File: src/rtl/alu_bist_pkg.sv
// alu_bist_pkg: shared states, widths and polynomial constants for the ALU BIST controller.
package alu_bist_pkg;
    typedef enum logic [1:0] {IDLE, RUN, COMPARE, DONE} state_t;
    localparam int PAT_W = 11;
    localparam int SIG_W = 5;
    localparam int CNT_W = 12;
    localparam int LFSR_TAP_A = 10;
    localparam int LFSR_TAP_B = 8;
    localparam logic [SIG_W-1:0] MISR_POLY = 5'b00101;
    function automatic logic [PAT_W-1:0] lfsr_step(input logic [PAT_W-1:0] s);
        return {s[PAT_W-2:0], s[LFSR_TAP_A] ^ s[LFSR_TAP_B]};
    endfunction
endpackage

File: src/rtl/alu_bist_if.sv
// alu_bist_if: operand/opcode/result link between the BIST controller (master) and the ALU (slave).
interface alu_bist_if;
    logic [3:0] alu_a;
    logic [3:0] alu_b;
    logic [2:0] alu_opcode;
    logic [3:0] alu_result;
    logic       alu_zero;
    modport master (output alu_a, alu_b, alu_opcode, input alu_result, alu_zero);
    modport slave (input alu_a, alu_b, alu_opcode, output alu_result, alu_zero);
endinterface

File: src/rtl/alu_bist_misr.sv
// alu_bist_misr: 5-bit MISR over x^5+x^2+1; load takes priority over en.
module alu_bist_misr
    import alu_bist_pkg::*;
#(
    parameter logic [SIG_W-1:0] RESET_SIG = '0
) (
    input  logic             clk,
    input  logic             rst,
    input  logic             load,
    input  logic [SIG_W-1:0] seed,
    input  logic             en,
    input  logic [SIG_W-1:0] data_in,
    output logic [SIG_W-1:0] sig
);
    always_ff @(posedge clk or posedge rst)
        if (rst) sig <= RESET_SIG;
        else if (load) sig <= seed;
        else if (en) sig <= {sig[SIG_W-2:0], 1'b0} ^ (sig[SIG_W-1] ? MISR_POLY : '0) ^ data_in;
endmodule

File: src/rtl/alu_bist_ctrl.sv
// alu_bist_ctrl: LFSR-driven ALU self-test with MISR signature check.
// Define ALU_BIST_EXHAUSTIVE_EN to sweep all 2048 vectors with a binary counter instead.
module alu_bist_ctrl
    import alu_bist_pkg::*;
#(
    parameter int               NUM_PATTERNS = 255,
    parameter logic [PAT_W-1:0] LFSR_SEED    = 11'h001,
    parameter logic [SIG_W-1:0] MISR_SEED    = 5'h00
) (
    input  logic             clk,
    input  logic             rst,
    input  logic             start,
    input  logic [SIG_W-1:0] golden_sig,
    alu_bist_if.master       alu,
    output logic             busy,
    output logic             done,
    output logic             pass,
    output logic [SIG_W-1:0] signature
);
    state_t           state;
    logic [PAT_W-1:0] pat;
    logic [PAT_W-1:0] pat_next;
    logic [CNT_W-1:0] cnt;
    logic             launch;
    logic             last;
`ifdef ALU_BIST_EXHAUSTIVE_EN
    localparam logic [PAT_W-1:0] PAT_INIT = '0;
    assign pat_next = pat + 1'b1;
    assign last = pat == '1;
`else
    localparam logic [PAT_W-1:0] PAT_INIT = LFSR_SEED;
    assign pat_next = lfsr_step(pat);
    assign last = cnt == CNT_W'(NUM_PATTERNS - 1);
`endif
    assign launch = start && (state == IDLE || state == DONE);
    assign alu.alu_a = state == RUN ? pat[10:7] : '0;
    assign alu.alu_b = state == RUN ? pat[6:3] : '0;
    assign alu.alu_opcode = state == RUN ? pat[2:0] : '0;
    always_ff @(posedge clk or posedge rst)
        if (rst) begin
            state <= IDLE;
            pat <= PAT_INIT;
            cnt <= '0;
            busy <= 1'b0;
            done <= 1'b0;
            pass <= 1'b0;
        end else if (launch) begin
            state <= RUN;
            pat <= PAT_INIT;
            cnt <= '0;
            busy <= 1'b1;
            done <= 1'b0;
            pass <= 1'b0;
        end else if (state == RUN) begin
            pat <= pat_next;
            cnt <= cnt + 1'b1;
            state <= last ? COMPARE : RUN;
        end else if (state == COMPARE) begin
            pass <= signature == golden_sig;
            done <= 1'b1;
            busy <= 1'b0;
            state <= DONE;
        end
    alu_bist_misr #(.RESET_SIG(MISR_SEED)) u_misr (
        .clk     (clk),
        .rst     (rst),
        .load    (launch),
        .seed    (MISR_SEED),
        .en      (state == RUN),
        .data_in ({alu.alu_zero, alu.alu_result}),
        .sig     (signature)
    );
endmodule

File: src/flat_wrapper.sv
// flat-port wrapper written by rule: the top's interface ports become plain ports
module alu_bist_ctrl_flat import alu_bist_pkg::*;
#(
    parameter int               NUM_PATTERNS = 255,
    parameter logic [PAT_W-1:0] LFSR_SEED    = 11'h001,
    parameter logic [SIG_W-1:0] MISR_SEED    = 5'h00
)
  (clk, rst, start, golden_sig, busy, done, pass, signature, alu_alu_a, alu_alu_b, alu_alu_opcode, alu_alu_result, alu_alu_zero);
  alu_bist_if alu_i ();
  input  logic clk;
  input  logic rst;
  input  logic start;
  input  logic [SIG_W-1:0] golden_sig;
  output logic busy;
  output logic done;
  output logic pass;
  output logic [SIG_W-1:0] signature;
  output wire logic [$bits(alu_i.alu_a)-1:0] alu_alu_a;
  output wire logic [$bits(alu_i.alu_b)-1:0] alu_alu_b;
  output wire logic [$bits(alu_i.alu_opcode)-1:0] alu_alu_opcode;
  input wire logic [$bits(alu_i.alu_result)-1:0] alu_alu_result;
  input wire logic [$bits(alu_i.alu_zero)-1:0] alu_alu_zero;
  assign alu_alu_a = alu_i.alu_a;
  assign alu_alu_b = alu_i.alu_b;
  assign alu_alu_opcode = alu_i.alu_opcode;
  assign alu_i.alu_result = alu_alu_result;
  assign alu_i.alu_zero = alu_alu_zero;
  alu_bist_ctrl #(.NUM_PATTERNS(NUM_PATTERNS), .LFSR_SEED(LFSR_SEED), .MISR_SEED(MISR_SEED)) u_core (.clk(clk), .rst(rst), .start(start), .golden_sig(golden_sig), .alu(alu_i), .busy(busy), .done(done), .pass(pass), .signature(signature));
endmodule
File: config.mk
export PLATFORM = sky130hd
export DESIGN_NAME = alu_bist_ctrl_flat
export DESIGN_NICKNAME = d
export VERILOG_FILES = /design/src/rtl/alu_bist_pkg.sv /design/src/rtl/alu_bist_if.sv /design/src/rtl/alu_bist_misr.sv /design/src/rtl/alu_bist_ctrl.sv /design/src/flat_wrapper.sv
export SDC_FILE = /design/constraint.sdc
export NUM_CORES = 1
export LEC_CHECK = 0
export CORE_MARGIN = 4
export CORE_UTILIZATION = 51
export DETAILED_ROUTE_END_ITERATION = 16
export PLACE_DENSITY = 0.81
export SETUP_SLACK_MARGIN = 0.02
export SLEW_MARGIN = 20
export SYNTH_ARGS = -nofsm -noshare
export SYNTH_HDL_FRONTEND = slang
export SYNTH_SLANG_ARGS = --single-unit
File: constraint.sdc
create_clock -name clk -period 2 [get_ports clk]
set_input_delay 0.2 -clock clk [delete_from_list [all_inputs] [get_ports clk]]
set_output_delay 0.2 -clock clk [all_outputs]
set_load 0.02 [all_outputs]
### Yosys cells after proc, flatten, opt, wreduce, memory -nomap -nowiden

Cells that the tools add are included.

| word-level totals | value |
|---|---|
| register bits | 33 |
| memories | 0 |
| ROM bits | 0 |
| input bits | 13 |
| latch bits | 0 |
| word-level logic and storage cells | 47 |
| memory bits (writable) | 0 |
| output and inout bits | 19 |

| cells by class | value |
|---|---|
| divide/modulo/power cells | 0 |
| mux-type cells | 23 |
| shifts and indexed selects | 0 |
| $mul | 0 |
| $add $sub $neg | 1 |
| $lt $le $gt $ge | 0 |
| reductions and logical operators | 7 |
| bitwise gates (word level) | 3 |
| equality and inequality tests | 6 |

Operators with widths:

| cell | number |
|---|---|
| 2-to-1 mux 12 bit | 2 |
| 2-to-1 mux 11 bit | 2 |
| adder 12 x 1 -> 12 bit, second input constant | 1 |
| equality test 12 x 8 -> 1 bit, second input constant | 1 |
| 2-to-1 mux 5 bit | 2 |
| 2-to-1 mux 1 bit | 9 |
| 2-to-1 mux 2 bit | 4 |
| 2-to-1 mux 4 bit | 2 |
| 2-to-1 mux 3 bit | 2 |
| equality test 5 bit | 1 |
| XOR 5 x 3 -> 5 bit | 1 |
| XOR 5 bit | 1 |
| equality test 2 bit, second input constant | 2 |
| nonzero test 2 bit | 2 |
| nonzero test 3 bit | 1 |
| equality test 2 x 1 -> 1 bit, second input constant | 1 |
| zero test 2 bit | 1 |
| inequality test 2 x 1 -> 1 bit, second input constant | 1 |
| AND reduction 2 bit | 1 |
| logical AND 1 bit | 1 |
| logical OR 1 bit | 1 |
| XOR 1 bit | 1 |

### Depth between registers and ports, before layout

Gate-level depths: netlist of run 1.

| logic depth | value |
|---|---|
| depth in word-level cells | 5 |
| gate-level depth with buffers | 7 |

### By module

A second synthesis of run 1 with hierarchy kept.

| unflattened totals | value |
|---|---|
| cells, all modules | 176 |
| area, all modules | 1666.6 µm² |

Modules (own cells, without submodules):

| module | cells an instance | instances | seq. area each (µm²) | area an instance (µm²) |
|---|---|---|---|---|
| alu_bist_ctrl | 145 | 1 | 701.9 | 1366.3 |
| alu_bist_misr | 31 | 1 | 125.1 | 300.3 |

### Least setup slack after synthesis of run 1

No wires, ideal clock.

| timing path | value |
|---|---|
| path type | register to register |
| start | reg u_core.state[0] |
| end | reg u_core.cnt[0] |
| path buffers | 2 |
| period minus slack after synthesis | 1.597 ns |
| path slack | 0.403 ns |
| data required time | 1.868 ns |
| arrival | 1.465 ns |
| stages on the path, launching flop included | 7 |
| path through | dfrtp_1 -> inv_1 -> ha_1 -> and2_1 -> clkbuf_1 -> clkbuf_1 -> nor2_1 |

| between the ends | value |
|---|---|
| cells in the longest elaborated chain, start to end | 4 |

Ends and longest elaborated chain:

| what | line | source |
|---|---|---|
| start: declaration | alu_bist_ctrl.sv:20 | `state_t state;` |
| start signal: assignment | alu_bist_ctrl.sv:57 | `state <= last ? COMPARE : RUN;` |
| equality test 2 bit or zero test 2 bit (tied branches) | alu_bist_ctrl.sv:35 | `assign launch = start && (state == IDLE \|\| state == DONE);` |
| logical OR 1 bit | alu_bist_ctrl.sv:35 |  |
| logical AND 1 bit | alu_bist_ctrl.sv:35 |  |
| 2-to-1 mux 12 bit or nonzero test 2 bit (tied branches) | n/a |  |
| end signal: assignment | alu_bist_ctrl.sv:56 | `cnt <= cnt + 1'b1;` |
| end: declaration | alu_bist_ctrl.sv:23 | `logic [CNT_W-1:0] cnt;` |

Several ways; a longest one is shown, not always the timed one.
A chain may end at the register's enable or synchronous reset.

### Worst setup path in the final report of run 1

| timing path | value |
|---|---|
| start | reg u_core.state[1] |
| end | out alu_alu_b[2] |

| between the ends | value |
|---|---|
| cells in the longest elaborated chain, start to end | 2 |

Ends and longest elaborated chain:

| what | line | source |
|---|---|---|
| equality test 2 x 1 -> 1 bit | alu_bist_ctrl.sv:37 | `assign alu.alu_b = state == RUN ? pat[6:3] : '0;` |
| 2-to-1 mux 4 bit | alu_bist_ctrl.sv:37 |  |
| end: declaration | flat_wrapper.sv:19 | `output wire logic [$bits(alu_i.alu_b)-1:0] alu_alu_b;` |

No other way between the ends.

==> impl_results.md, run 1 <==
- Critical path buffer and inverter count: 3
- Yosys reg bits: 33
- Fin Setup TNS: 0 ns
- Achievable Freq: 529 MHz
- Pleak: 0.000910 uW
- Boundary Pins: 32
- Max VDD drop: 0.967 mV
- Chip Height: 64.9 um
- Reg-to-reg slack, setup: 0.17 ns
- DRC: 0
- Clk_skew: 0.00790 ns
- Rel. slew slack: 0.673
- Startpoint type of the worst setup path: register
- Final hold vios: 0
- Seq/Total Area, Yosys: 0.501
- Vias post-DR: 1403
- Final setup vio count: 0
- RePlAce Congestion: 0.891
- Placement Cell Area: 2040 um2
- Fin. max-slew vios: 0
- Final Cell Area: 2090 um2
- Global route overflow: 0
- DRT iter0 DRCs: 79
- Worst-case clock buffer depth: 2
- Run status: finished, final reports clean
- DP HPWL: 2680 um
- Tmin final: 1.89 ns
- Final Cycle Share: 0.945
- Unique masters post-synth: 30
- CP startpoint: u_core.state[1]
- Nets@finish: 225
- Clk_lat worst skew: 0.33 ns
- Levels on crit path: 5
- CP endpoint kind: output pin
- # rows: 20
- Power, Total: 2820 uW
- Fill count: 257
- N_diodes: 0
- Tightest Pin Transition: 0.491 ns
- Vias in the first global route: 1436
- Htree depth: 2
- Antenna Violating Nets Remaining: 0
- Commonest non-fill, non-tap cell in the layout: dfrtp_1
- Worst EP required: 1.80 ns
- Cell Chain, Critical Path: inv_1 -> ha_1 -> buf_6 -> and2_1 -> clkdlybuf4s15_1
- Placeable Area: 3080 um2
- Mapped cell area: 1650 um2
- Power Density: 1350 nW/um2
- Main synth FF type: dfrtp_1
- Crit path DAT: 1.69 ns
- Area Growth Syn to Fin: 26.5%
- Initial antenna violation count: 0
- Initial Utilization: 0.536
- RSZ-0062 raised after global routing: true
- CTS tree: yes
- Reg clk slew, reported paths: 0.10 ns
- Via density: 5.59
- GR Util All Layers: 0.201
- Drt first pass iters: 4
- Die area: 4210 um2
- Commonest non-fill, non-tap cells in the layout: 32 x dfrtp_1, 22 x nor2_1, 20 x clkdlybuf4s50_1
- First-pass GRT wire length: 6560 um
- CTS Root Buffer Type: clkbuf_4
- Max cap viols: 0
- Num CTS Buffers: 5
- Synth Instances: 169
- Clk sink count: 33
- Reg-to-Reg Start: u_core.state[1]
- Hold bufs inserted after CTS: 0
- CP max-delay cell: dfrtp_1
- Setup crit end: alu_alu_b[2]
- Syn Area/Cell: 9.77 um2
- Share of cells above drive strength 1: 0.0966
- Leading area contributor after synthesis: dfrtp_1
- Yosys top cell area share: 0.485
- IO Port Bufs: 31
- Crit Path Max Fanout: 22
- Largest net degree at the start of global routing: 34
- Drt total wl: 3650 um
- Yosys Warn Count: 0
- DR WL/cell: 14.5 um
- Cell family with most CP delay: buffers and inverters
- EDFF count, synth: 0
- Slowest stage delay, CP: 0.41 ns
- Hold WC Path Type: in2async
- Critical path class: reg2out
- Chip Width: 64.9 um
- Synth Net Count: 187
- Area contributors post-synth: dfrtp_1 49%, xnor2_1 6.4%, a21oi_1 5.8%
- R2R depth: 6
- Async SR Flop Fraction: 1.00
- R2R Path End: u_core.cnt[9]
==> Yosys cell counts (2+ instances only) <==
cell and count:
or3_1 4, ha_1 5, inv_1 6, o31ai_1 3, and2_1 12, or4_1 3, a21oi_1 19, nand2_1 6
xnor2_1 12, a211oi_1 5, xor2_1 4, nand3_1 3, nand4_1 5, clkbuf_1 6, dfrtp_1 32, o21ai_0 8
nor2_1 22, nand4_2 2
==> worst reg2reg max path: cells and delay by family (launching register included) <==
kind / cells / cell delay [ns]
and+or+nand+nor: 2 / 0.76
DFF: 1 / 0.41
buffers and inverters: 2 / 0.26
adders and majority gates: 1 / 0.18
AOI/OAI and AO/OA: 1 / 0.15
==> final cells by class <==
class	instances	area (um2)	share of cell area
inverters	6	22.5	0.0108
well taps	44	55.1	0.0264
flip-flops and latches	33	827	0.396
clock buffers	7	55.1	0.0264
multi-input cells	123	773	0.370
repair buffers	38	355	0.170
==> how the worst min path moves through the flow <==
stage / startpoint / depth (start not counted) / slack, ns / endpoint
6_report: rst / 3 / 0.25 / u_core.pat[1]
3_5_place_dp: u_core.pat[7] / 2 / 0.50 / u_core.pat[7]
3_3_place_gp: u_core.done / 1 / 0.48 / u_core.done
4_1_cts: rst / 3 / 0.25 / u_core.pat[1]
2_1_floorplan: rst / 1 / 0.33 / u_core.busy
5_1_grt: rst / 3 / 0.27 / u_core.cnt[3]
==> registers in the layout, summed over array words and instances, names as in the netlist <==
| name | cells |
|---|---|
| u_core.pat | 11 |
| u_core.done | 1 |
| u_core.busy | 1 |
| u_core.cnt | 12 |
| u_core.state | 2 |
| u_core.u_misr.sig | 5 |
| u_core.pass | 1 |
==> repair_timing <==
| item | 4_1_cts | 5_1_grt |
|---|---|---|
| resized for setup | 11 | 13 |
| setup buffers | 0 | 0 |
| cloned | 0 | 0 |
| endpoints found under the setup margin | 11 | 11 |
==> kinds of logic after synthesis <==
group | after synthesis | synth area share
flip-flops | 33 | 0.501
adder cells (fa/ha/maj) | 5 | 0.0379
XOR/XNOR | 16 | 0.0849
buffers and inverters | 13 | 0.0303
AND/OR/NAND/NOR | 64 | 0.213
AO/OA/AOI/OAI | 38 | 0.133
==> power by group <==
part / internal (uW) / leakage [uW] / switching (uW) / total (uW)
combinational: 593 / 0.000472 / 625 / 1220
clock: 166 / 0.0000314 / 212 / 377
sequential: 933 / 0.000407 / 289 / 1220
total: 1690 / 0.000910 / 1130 / 2820
==> layer usage <==
| metal | wire [um] | global-route usage | vias up | share of wire |
|---|---|---|---|---|
| met5 | 0 | 0 | - | 0 |
| met4 | 25 | 0.0501 | 0 | 0.0068 |
| met3 | 238 | 0.0693 | 2 | 0.065 |
| met2 | 1820 | 0.326 | 45 | 0.50 |
| met1 | 1570 | 0.256 | 691 | 0.43 |
| li1 | - | - | 665 | - |
==> per-stage QoR <==
| stage | worst slack, ns | std cells | utilization | hold slack, ns |
|---|---|---|---|---|
| 2_1_floorplan | 0.403 | 169 | - | 0.328 |
| 3_5_place_dp | 0.143 | 244 | 0.663 | 0.495 |
| 6_report | 0.109 | 251 | 0.678 | 0.246 |
| 3_3_place_gp | 0.192 | 244 | 0.663 | 0.476 |
| 4_1_cts | 0.0334 | 251 | 0.676 | 0.245 |
| 5_1_grt | 0.0154 | 251 | 0.678 | 0.271 |
(Power assumes the default switching activity.)
==> run 2: changes to the inputs <==
==> constraint.sdc (replaced) <==
create_clock -name clk -period 2 [get_ports clk]
set_input_delay 0.2 -clock clk [delete_from_list [all_inputs] [get_ports clk]]
set_output_delay 0.2 -clock clk [all_outputs]
set_load 0.01 [all_outputs]
==> run 2 against run 1 <==
Effect of this change: register-to-register slack is essentially flat; largest cell class unchanged; sequential share of layout area shrank 0.63 points; clock skew shrank 0.00057 ns; global-route usage shrank 0.46 points; die area is the same; power shrank 4.7%.
==> impl_results.md, run 2 (same netlist as run 1, synthesis figures left out) <==
- Run status: finished, final reports clean (unchanged)
- Commonest non-fill, non-tap cells in the layout: 32 x dfrtp_1, 22 x nor2_1, 20 x clkdlybuf4s50_1 (unchanged)
- DRC: 0 (unchanged)
- DRT iter0 DRCs: 52 (was 79)
- Pleak: 0.000949 uW (was 0.000910 uW)
- Initial antenna violation count: 0 (unchanged)
- Power Density: 1270 nW/um2 (was 1350 nW/um2)
- Drt first pass iters: 5 (was 4)
- RSZ-0062 raised after global routing: false (was true)
- DR WL/cell: 14.7 um (was 14.5 um)
- CTS tree: yes (unchanged)
- Reg-to-reg slack, setup: 0.17 ns (about the same)
- Biggest regs: u_core.cnt x12, u_core.pat x11, u_core.u_misr.sig x5 (unchanged)
- Reg power frac: 0.456 (was 0.434)
- Reg-to-Reg Start: u_core.state[1] (unchanged)
- Reg clk slew, reported paths: 0.10 ns (about the same)
- GR Util All Layers: 0.196 (was 0.201)
- Combinational power share: 0.404 (was 0.432)
- Rel. slew slack: 0.721 (was 0.673)
- Post-Layout Cell Count: 251 (unchanged)
- Htree depth: 2 (unchanged)
- Fin Setup TNS: 0 ns (unchanged)
- Commonest non-fill, non-tap cell in the layout: dfrtp_1 (unchanged)
- Crit Path Max Fanout: 16 (was 22)
- Antenna Violating Nets Remaining: 0 (unchanged)
- Via density: 5.62 (was 5.59)
- Clk sink count: 33 (unchanged)
- CP endpoint kind: output pin (unchanged)
- Placed Cells: 243 (was 244)
- Max VDD drop: 0.717 mV (was 0.967 mV)
- Vias post-DR: 1410 (was 1403)
- Worst-case clock buffer depth: 2 (unchanged)
- First-pass GRT wire length: 6290 um (was 6560 um)
- Area Growth Syn to Fin: 28.6% (was 26.5%)
- CTS Root Buffer Type: clkbuf_4 (unchanged)
- Nets@finish: 225 (unchanged)
- Worst EP required: 1.80 ns (about the same)
- N_diodes: 0 (unchanged)
- Hold WC Path Type: in2async (unchanged)
- Clk_skew: 0.00733 ns (was 0.00790 ns)
- DP HPWL: 2530 um (was 2680 um)
- Clk_lat worst skew: 0.33 ns (about the same)
- Clk pwr share: 0.140 (was 0.134)
- RePlAce Congestion: 0.869 (was 0.891)
- Tightest Pin Transition: 0.418 ns (was 0.491 ns)
- Startpoint type of the worst setup path: register (unchanged)
- Reg with most FFs: u_core.cnt (unchanged)
- Fill count: 256 (was 257)
- Critical path class: reg2out (unchanged)
- Chip Width: 64.9 um (unchanged)
- Chip Height: 64.9 um (unchanged)
- Tmin final: 1.84 ns (was 1.89 ns)
- IO Port Bufs: 31 (unchanged)
- Switching pwr: 992 uW (was 1130 uW)
- Drt total wl: 3690 um (was 3650 um)
- Int Pwr: 1690 uW (about the same)
- R2R depth: 6 (unchanged)
- Global route overflow: 0 (unchanged)
- R2R Path End: u_core.cnt[9] (unchanged)
- Largest net degree at the start of global routing: 34 (unchanged)
- Final setup vio count: 0 (unchanged)
- Placeable Area: 3080 um2 (unchanged)
- Share of cells above drive strength 1: 0.0918 (was 0.0966)
- Initial Utilization: 0.536 (unchanged)
- Max FFs per register: 12 (unchanged)
- Final Cycle Share: 0.922 (was 0.945)
- Final design utilization: 0.689 (was 0.678)
- # rows: 20 (unchanged)
- Switch share: 0.369 (was 0.399)
- Crit path DAT: 1.64 ns (was 1.69 ns)
- Boundary Pins: 32 (unchanged)
- Final hold vios: 0 (unchanged)
- Num CTS Buffers: 5 (unchanged)
- Die area: 4210 um2 (unchanged)
- Fin. max-slew vios: 0 (unchanged)
- Max cap viols: 0 (unchanged)
- Vias in the first global route: 1370 (was 1436)
- Achievable Freq: 542 MHz (was 529 MHz)
[run 2: cell types whose count changed in the layout (fill, tap and decap cells not counted), sizes merged]
| cell | before | now |
|---|---|---|
| bufbuf | 0 | 1 |
| clkdlybuf4s15 | 8 | 0 |
| clkbuf | 9 | 7 |
| dlygate4sd2 | 1 | 11 |
| buf | 7 | 6 |
[run 2: area by class of cell]
type	count	area, um2	area share
Multi-Input combinational cell	123	776	0.366
Sequential cell	33	827	0.390
Timing Repair Buffer	38	387	0.182
Inverter	6	22.5	0.0106
Clock buffer	7	55.1	0.0259
Tap cell	44	55.1	0.0259
[run 2: how the worst max path moves through the flow]
| stage | from | to | depth (start not counted) | slack [ns] |
|---|---|---|---|---|
| finish | u_core.state[1] | alu_alu_opcode[0] | 5 | 0.16 |
| global route | u_core.state[0] | u_core.state[0] | 5 | 0.05 |
| detailed placement | u_core.state[1] | u_core.cnt[9] | 6 | 0.17 |
| global placement | u_core.state[1] | alu_alu_opcode[0] | 5 | 0.28 |
| CTS | u_core.state[1] | alu_alu_opcode[0] | 5 | 0.15 |
| floorplan | u_core.state[0] | u_core.cnt[0] | 6 | 0.40 |
[run 2: power groups by stage]
stage               Sequential, uW  Clock, uW  Combinational, uW
global placement              1210          0               1130
floorplan                     1180          0                666
detailed placement            1230          0               1150
global route                  1260        422               1210
finish                        1230        377               1080
CTS                           1220        388               1100
[run 2: critical path, cell delays in order (launching register included)]
cell and delay (ns):
dfrtp_1 0.41, inv_1 0.09, ha_2 0.23, buf_12 0.14, and2_1 0.16, dlygate4sd2_1 0.28
[run 2: what timing repair did]
item / 4_1_cts / 5_1_grt
hold buffers: 0 / 0
endpoints found under the setup margin: 11 / 0
gates resized for setup: 12 / 0
buffers inserted: 0 / 0
[run 2: metrics by stage]
step	hold slack [ns]	power [uW]	cell area [um2]	worst slack (ns)
after detailed placement	0.494	2380	2050	0.166
final	0.240	2690	2120	0.156
after global placement	0.473	2340	2050	0.277
after global routing	0.271	2900	2120	0.0467
after floorplan	0.328	1850	1650	0.403
after CTS	0.246	2710	2120	0.151
[run 2: layer usage]
layer	routed length (um)	part of all wire	GRT usage	vias up
met3	207	0.056	0.0607	10
met1	1580	0.43	0.239	687
met4	87	0.024	0.0792	0
li1	-	-	-	663
met2	1810	0.49	0.322	50
met5	0	0	0	-
==> run 3: changes to the inputs <==
Settings changed: CAP_MARGIN set to 20.
==> results of run 3 <==
The final DEF is identical to that of run 2; final timing and power are the same.
